<file path="config.mk">
export PLATFORM = sky130hd
export DESIGN_NAME = frame_adj_sched
export DESIGN_NICKNAME = d
export VERILOG_FILES = /design/src/rtl/frame_adj_sched.sv
export SDC_FILE = /design/constraint.sdc
export NUM_CORES = 1
export LEC_CHECK = 0
export CELL_PAD_IN_SITES_DETAIL_PLACEMENT = 0
export CELL_PAD_IN_SITES_GLOBAL_PLACEMENT = 1
export CORE_MARGIN = 5
export CORE_UTILIZATION = 37
export CTS_CLUSTER_SIZE = 40
export DETAILED_ROUTE_END_ITERATION = 7
export PLACE_DENSITY = 0.76
export SLEW_MARGIN = 10
export SYNTH_ARGS = -nofsm -noshare
export SYNTH_HDL_FRONTEND = slang
export SYNTH_SLANG_ARGS = --single-unit
</file>
<file path="constraint.sdc">
create_clock -name clk -period 2.02 [get_ports clk]
set_input_delay 0.202 -clock clk [delete_from_list [all_inputs] [get_ports clk]]
set_output_delay 0.202 -clock clk [all_outputs]
set_load 0.02 [all_outputs]
</file>
<file path="src/rtl/frame_adj_sched.sv">
// Frame-synchronous pixel-adjust scheduler: accumulates adjust pulses during a frame and
// commits them at the frame boundary. Optional sticky overrun flag: FRAME_ADJ_OVR_EN.
module frame_adj_sched #(
    parameter int BW        = 8,
    parameter int B_STEP    = 8,
    parameter int CW        = 4,
    parameter int C_STEP    = 1,
    parameter int C_DEFAULT = 4,
    parameter int PEND_MAX  = 7
) (
    input  logic                 clk,
    input  logic                 rst,
    input  logic                 frame_en,
    input  logic                 en_adj,
    input  logic                 binc,
    input  logic                 bdec,
    input  logic                 cinc,
    input  logic                 cdec,
    input  logic [3:0]           clr_sel,
    input  logic                 upd_ready,
    output logic signed [BW-1:0] bright_off,
    output logic [CW-1:0]        contrast_gain,
    output logic [1:0]           clr_mode,
`ifdef FRAME_ADJ_OVR_EN
    output logic                 ovr,
`endif
    output logic                 upd_valid
);

    localparam int SBW = BW + 4;
    localparam int SCW = CW + 4;
    localparam logic [3:0] P_MAX = 4'(PEND_MAX);
    localparam logic [3:0] P_MIN = 4'(-PEND_MAX);
    localparam logic signed [SBW-1:0] B_HI = SBW'(2**(BW-1) - 1);
    localparam logic signed [SBW-1:0] B_LO = SBW'(-(2**(BW-1)));
    localparam logic signed [SCW-1:0] C_HI = SCW'(2**CW - 1);

    typedef enum logic [1:0] {S_IDLE, S_COMMIT, S_HOLD} state_t;

    state_t                r_state, w_state_nxt;
    logic signed [BW-1:0]  r_bright;
    logic [CW-1:0]         r_gain;
    logic [1:0]            r_mode;
    logic                  r_valid;
    logic [3:0]            r_pend_b, r_pend_c;
    logic                  r_clr_pend;
    logic [1:0]            r_clr_idx;

    logic                  w_commit, w_pending, w_clr_any;
    logic [1:0]            w_clr_lsb;
    logic [3:0]            w_b_base, w_c_base, w_pend_b_nxt, w_pend_c_nxt;
    logic signed [SBW-1:0] w_b_sum;
    logic signed [SCW-1:0] w_c_sum;
    logic [BW-1:0]         w_b_clamp;
    logic [CW-1:0]         w_c_clamp;

    function automatic logic [3:0] f_acc(input logic [3:0] base, input logic up, input logic dn);
        f_acc = base;
        if (up && !dn && base != P_MAX)
            f_acc = base + 4'd1;
        else if (dn && !up && base != P_MIN)
            f_acc = base - 4'd1;
    endfunction

    assign w_commit  = (r_state == S_COMMIT);
    assign w_pending = (r_pend_b != 4'd0) || (r_pend_c != 4'd0) || r_clr_pend;
    assign w_clr_any = |clr_sel;

    // The commit cycle restarts pending from zero so its own pulses land in the next frame.
    assign w_b_base = w_commit ? 4'd0 : r_pend_b;
    assign w_c_base = w_commit ? 4'd0 : r_pend_c;

    always_comb begin
        w_pend_b_nxt = '0;
        w_pend_c_nxt = '0;
        if (en_adj) begin
            w_pend_b_nxt = f_acc(w_b_base, binc, bdec);
            w_pend_c_nxt = f_acc(w_c_base, cinc, cdec);
        end
    end

    always_comb begin
        w_clr_lsb = 2'd3;
        if (clr_sel[0])      w_clr_lsb = 2'd0;
        else if (clr_sel[1]) w_clr_lsb = 2'd1;
        else if (clr_sel[2]) w_clr_lsb = 2'd2;
    end

    always_comb begin
        w_b_sum = $signed({{4{r_bright[BW-1]}}, r_bright})
                + $signed({{(SBW-4){r_pend_b[3]}}, r_pend_b}) * $signed(SBW'(B_STEP));
        w_c_sum = $signed({4'b0000, r_gain})
                + $signed({{(SCW-4){r_pend_c[3]}}, r_pend_c}) * $signed(SCW'(C_STEP));
        if (w_b_sum > B_HI)      w_b_clamp = B_HI[BW-1:0];
        else if (w_b_sum < B_LO) w_b_clamp = B_LO[BW-1:0];
        else                     w_b_clamp = w_b_sum[BW-1:0];
        if (w_c_sum > C_HI)               w_c_clamp = C_HI[CW-1:0];
        else if (w_c_sum < SCW'(0))       w_c_clamp = '0;
        else                              w_c_clamp = w_c_sum[CW-1:0];
    end

    always_comb begin
        w_state_nxt = r_state;
        case (r_state)
            S_IDLE:   if (frame_en && w_pending) w_state_nxt = S_COMMIT;
            S_COMMIT: w_state_nxt = S_HOLD;
            S_HOLD:   if (upd_ready) w_state_nxt = S_IDLE;
            default:  w_state_nxt = S_IDLE;
        endcase
    end

    always_ff @(posedge clk or negedge rst) begin
        if (!rst) begin
            r_state    <= S_IDLE;
            r_bright   <= '0;
            r_gain     <= CW'(C_DEFAULT);
            r_mode     <= '0;
            r_valid    <= 1'b0;
            r_pend_b   <= '0;
            r_pend_c   <= '0;
            r_clr_pend <= 1'b0;
            r_clr_idx  <= '0;
        end else begin
            r_state    <= w_state_nxt;
            r_pend_b   <= w_pend_b_nxt;
            r_pend_c   <= w_pend_c_nxt;
            r_clr_pend <= w_clr_any | (r_clr_pend & ~w_commit);
            if (w_clr_any)
                r_clr_idx <= w_clr_lsb;
            if (w_commit) begin
                r_bright <= w_b_clamp;
                r_gain   <= w_c_clamp;
                if (r_clr_pend)
                    r_mode <= r_clr_idx;
                r_valid  <= 1'b1;
            end else if (r_state == S_HOLD && upd_ready) begin
                r_valid  <= 1'b0;
            end
        end
    end

`ifdef FRAME_ADJ_OVR_EN
    logic r_ovr;
    logic w_drop;

    assign w_drop = en_adj && (
        (binc && !bdec && w_b_base == P_MAX) || (bdec && !binc && w_b_base == P_MIN) ||
        (cinc && !cdec && w_c_base == P_MAX) || (cdec && !cinc && w_c_base == P_MIN));

    always_ff @(posedge clk or negedge rst) begin
        if (!rst)
            r_ovr <= 1'b0;
        else if (w_drop || (frame_en && r_state != S_IDLE))
            r_ovr <= 1'b1;
    end

    assign ovr = r_ovr;
`endif

    assign bright_off    = r_bright;
    assign contrast_gain = r_gain;
    assign clr_mode      = r_mode;
    assign upd_valid     = r_valid;

endmodule
</file>
==> reports/results.md <==
| Item | Value |
| --- | --- |
| Status | completed |
| Global route overflow | 0 |
| CTS tree | built |
| Cell depth of the worst flop-to-flop path | 6 |
| Clock sink total | 26 |
| Synth unique cells | 48 |
| Total power draw | 3260 µW |
| Top cells by area, synth | dfrtp_1 33%, ha_1 11%, nor2_1 4.0% |
| Number of enable-type register cells in the synthesized netlist | 0 |
| Mean instance size in the synthesized netlist | 9.23 µm² |
| Sequential-to-total area share from yosys stat | 0.348 |
| DIE WIDTH | 81.2 µm |
| Max-slew violation total from the final report | 0 |
| Adder-Cell Fraction of Synth Area | 0.128 |
| Maximum operating frequency | 0.513 GHz |
| Worst slack at placement | 19.3 ps |
| Asr flop ratio synth | 1.00 |
| PnR worst setup slack | 69.4 ps |
| Max Fanout on Critical Path | 4 |
| Worst clock skew | 5.09 ps |
| Number of warnings issued by yosys | 0 |
| Signal arrival time at the worst endpoint | 2120 ps |
| Fin crit share | 0.966 |
| Number of standard cells after synthesis | 203 |
| Total of endpoints with negative setup slack in the final report | 0 |
| Xor-xnor portion of the synthesized cell area | 0.0140 |
| Vias per cell | 5.26 |
| Number of antenna repair diodes | 0 |
| Final core utilization | 0.511 |
| Max-cap check violation count | 0 |
| Kind of critical path | reg -> reg |
| Placement Cell Area | 0.00235 mm² |
| Most used flip-flop cell after synthesis | dfrtp_1 |
| Post-Syn Nets | 234 |
| Overall global routing resource usage | 0.137 |
| Boundary Pins | 28 |
| Cell Pwr Density | 1330 mW/mm² |
| Post-CTS clock slew at the launch and capture registers of the worst setup and hold paths | 80 ps |
| RePlAce Congestion | 0.801 |
| First DRT Iteration DRCs | 54 |
| Combined area of the multi-input logic cells | 0.00118 mm² |
| Routed via count | 1663 |
| Storage element area | 654 µm² |
| Kind of end point of the critical path | flop |
| Largest area contributor in the netlist | dfrtp_1 |
| Pin slew with the least headroom to its limit | 462 ps |
| Fraction of layout cells with a size suffix above 1 | 0.221 |
| Proportion of synthesized area in mux cells | 0.0334 |
| Complex-gate fraction of the synthesized area | 0.242 |
| Detailed placement HPWL | 3.27 mm |
| # hold bufs at CTS | 0 |
| # nets final | 281 |
| Insertion delay to the later sink of the worst-skew pair | 270 ps |
| Synthesis-stage register bit count | 26 |
| Filler cells | 496 |
| Classification of the worst-slack hold path | in -> async |
| Leakage power summed over all cells | 0.00108 µW |
| Slew margin rel. | 0.691 |
| Antenna violation net count after detailed routing | 0 |
| CTS root buf | clkbuf_8 |
| End of the worst register-to-register path | bright_off[6]$_DFFE_PN0P_ |
| Initial core utilization | 0.389 |
| Port Buf Inserts | 27 |
| CTS buffer count | 3 |
| Post-detailed-routing wire length | 4.29 mm |
| Clock Tree Buf Depth | 2 |
| Finished layout cell area | 0.00246 mm² |
| Number of optimization iterations in the first detailed-route pass | 6 |
| H-tree Lvls | 1 |
| Dominant combinational cell family by area after synthesis | compound AO/OA/AOI/OAI gates |
| Standard-cell row count | 25 |
| Height of the die | 81.2 µm |
| Worst-case register-to-register setup slack | 70 ps |
| Area enclosed by the die boundary | 0.00659 mm² |
| Worst Setup Start Kind | flop |
| Simple-gate portion of the synthesized area | 0.181 |
| Worst EP required | 2190 ps |
| Initial antenna violation count | 0 |
| Largest vdd supply drop | 0.521 mV |
| Floorplan core area | 0.00482 mm² |
| Global-route wire length before repair | 7.13 mm |
| Number of endpoints with negative hold slack in the final report | 0 |
| Per-cell routed wire length | 13.6 µm |
| Via count of the first global-routing pass | 1560 |
| Reg2Reg Launch Point | bright_off[3]$_DFFE_PN0P_ |
| Area share of the largest cell type after synthesis | 0.334 |
| Minimum period implied by the final worst setup slack | 1950 ps |
| Drt drc | 0 |
| Maximum number of pins on one net before global-route repair | 27 |
| Synthesized cell area | 0.00187 mm² |
| Synth-to-layout area growth | 31.3% |
[cell usage in the layout (no fill, tap or decap), types with 4 or more instances in the layout]
cell type and n:
clkdlybuf4s50_1 27, dfrtp_1 23, inv_1 11, mux2i_1 4
nand3_1 6, nor3_1 5, a21oi_1 10, nor2_1 20
nand2b_1 6, o21ai_0 9, buf_4 24, nand2_1 15
ha_1 15
[worst max-delay path by stage]
stage	start	end	slack, ps	cells past startpoint
6_report	bright_off[3]$_DFFE_PN0P_	bright_off[6]$_DFFE_PN0P_	70	6
5_1_grt	r_pend_b[1]$_DFF_PN0_	bright_off[7]$_DFFE_PN0P_	-0.8	5
4_1_cts	bright_off[3]$_DFFE_PN0P_	bright_off[3]$_DFFE_PN0P_	6	6
3_5_place_dp	bright_off[3]$_DFFE_PN0P_	bright_off[5]$_DFFE_PN0P_	20	6
3_3_place_gp	r_state[1]$_DFFE_PN0P_	r_pend_b[2]$_DFF_PN0_	50	7
2_1_floorplan	bright_off[3]$_DFFE_PN0P_	bright_off[3]$_DFFE_PN0P_	20	6
[layout make-up]
| class | count | share of cell area |
|---|---|---|
| clock buffer | 4 | 0.0183 |
| multi-input combinational | 157 | 0.482 |
| timing repair buffer | 51 | 0.183 |
| sequential | 26 | 0.266 |
| inverter | 11 | 0.0168 |
| tap | 67 | 0.0341 |
[Yosys cell counts, types with 3 or more instances]
cell type / number
a21oi_1: 12
o21ai_0: 9
nor3_1: 5
mux2i_1: 4
nor2_1: 20
clkbuf_1: 3
inv_1: 11
or3_1: 3
nand2b_1: 7
ha_1: 16
dfrtp_1: 25
a22oi_1: 3
nor2b_1: 4
o211ai_1: 3
nand2_1: 16
a41oi_1: 3
a211oi_1: 5
nand3_1: 6
a31oi_1: 3
[what timing repair did]
item / 4_1_cts / 5_1_grt
endpoints found under the hold margin: 0 / 0
resized for setup: 0 / 15
setup buffers: 0 / 1
endpoints found under the setup margin: 0 / 17
[critical path, cell delays in order (launching register included)]
cell and delay [ps]:
dfrtp_2 420, ha_2 200, fa_2 350, a21o_1 250
a211oi_2 270, a2bb2oi_2 120, a311oi_1 260
[logic make-up after synthesis]
group / count (synthesis)
mux: 6
flops: 26
fa+ha+maj: 18
xor+xnor: 3
buf+inv: 20
simple gates: 70
compound gates: 60
[per-layer routing]
layer,track usage,part of all wire,up-vias
met5,0,0,-
met4,0.0304,0.0035,0
met3,0.0255,0.043,2
met2,0.220,0.47,38
met1,0.191,0.49,779
li1,-,-,844
[per-stage QoR]
stage	hold slack (ps)	TNS [ps]	instances
5_1_grt	335	-0.858	316
4_1_cts	303	0	315
6_report	290	0	316
3_5_place_dp	493	0	311
3_3_place_gp	489	0	311
2_1_floorplan	-93.6	0	203
[flip-flops by register name, indices dropped and copies added, names as in the netlist]
| register | cells |
|---|---|
| bright_off | 6 |
| clr_mode | 2 |
| contrast_gain | 4 |
| r_clr_idx | 2 |
| r_clr_pend | 1 |
| r_pend_b | 4 |
| r_pend_c | 4 |
| r_state | 2 |
| upd_valid | 1 |
[report_power, final]
part           internal (µW)  switching, µW  total [µW]  leakage, µW
Combinational           1010           1090        2100     0.000742
Clock                    141            159         300    0.0000228
Sequential               710            156         866     0.000310
Power figures use the tool's default switching activity.
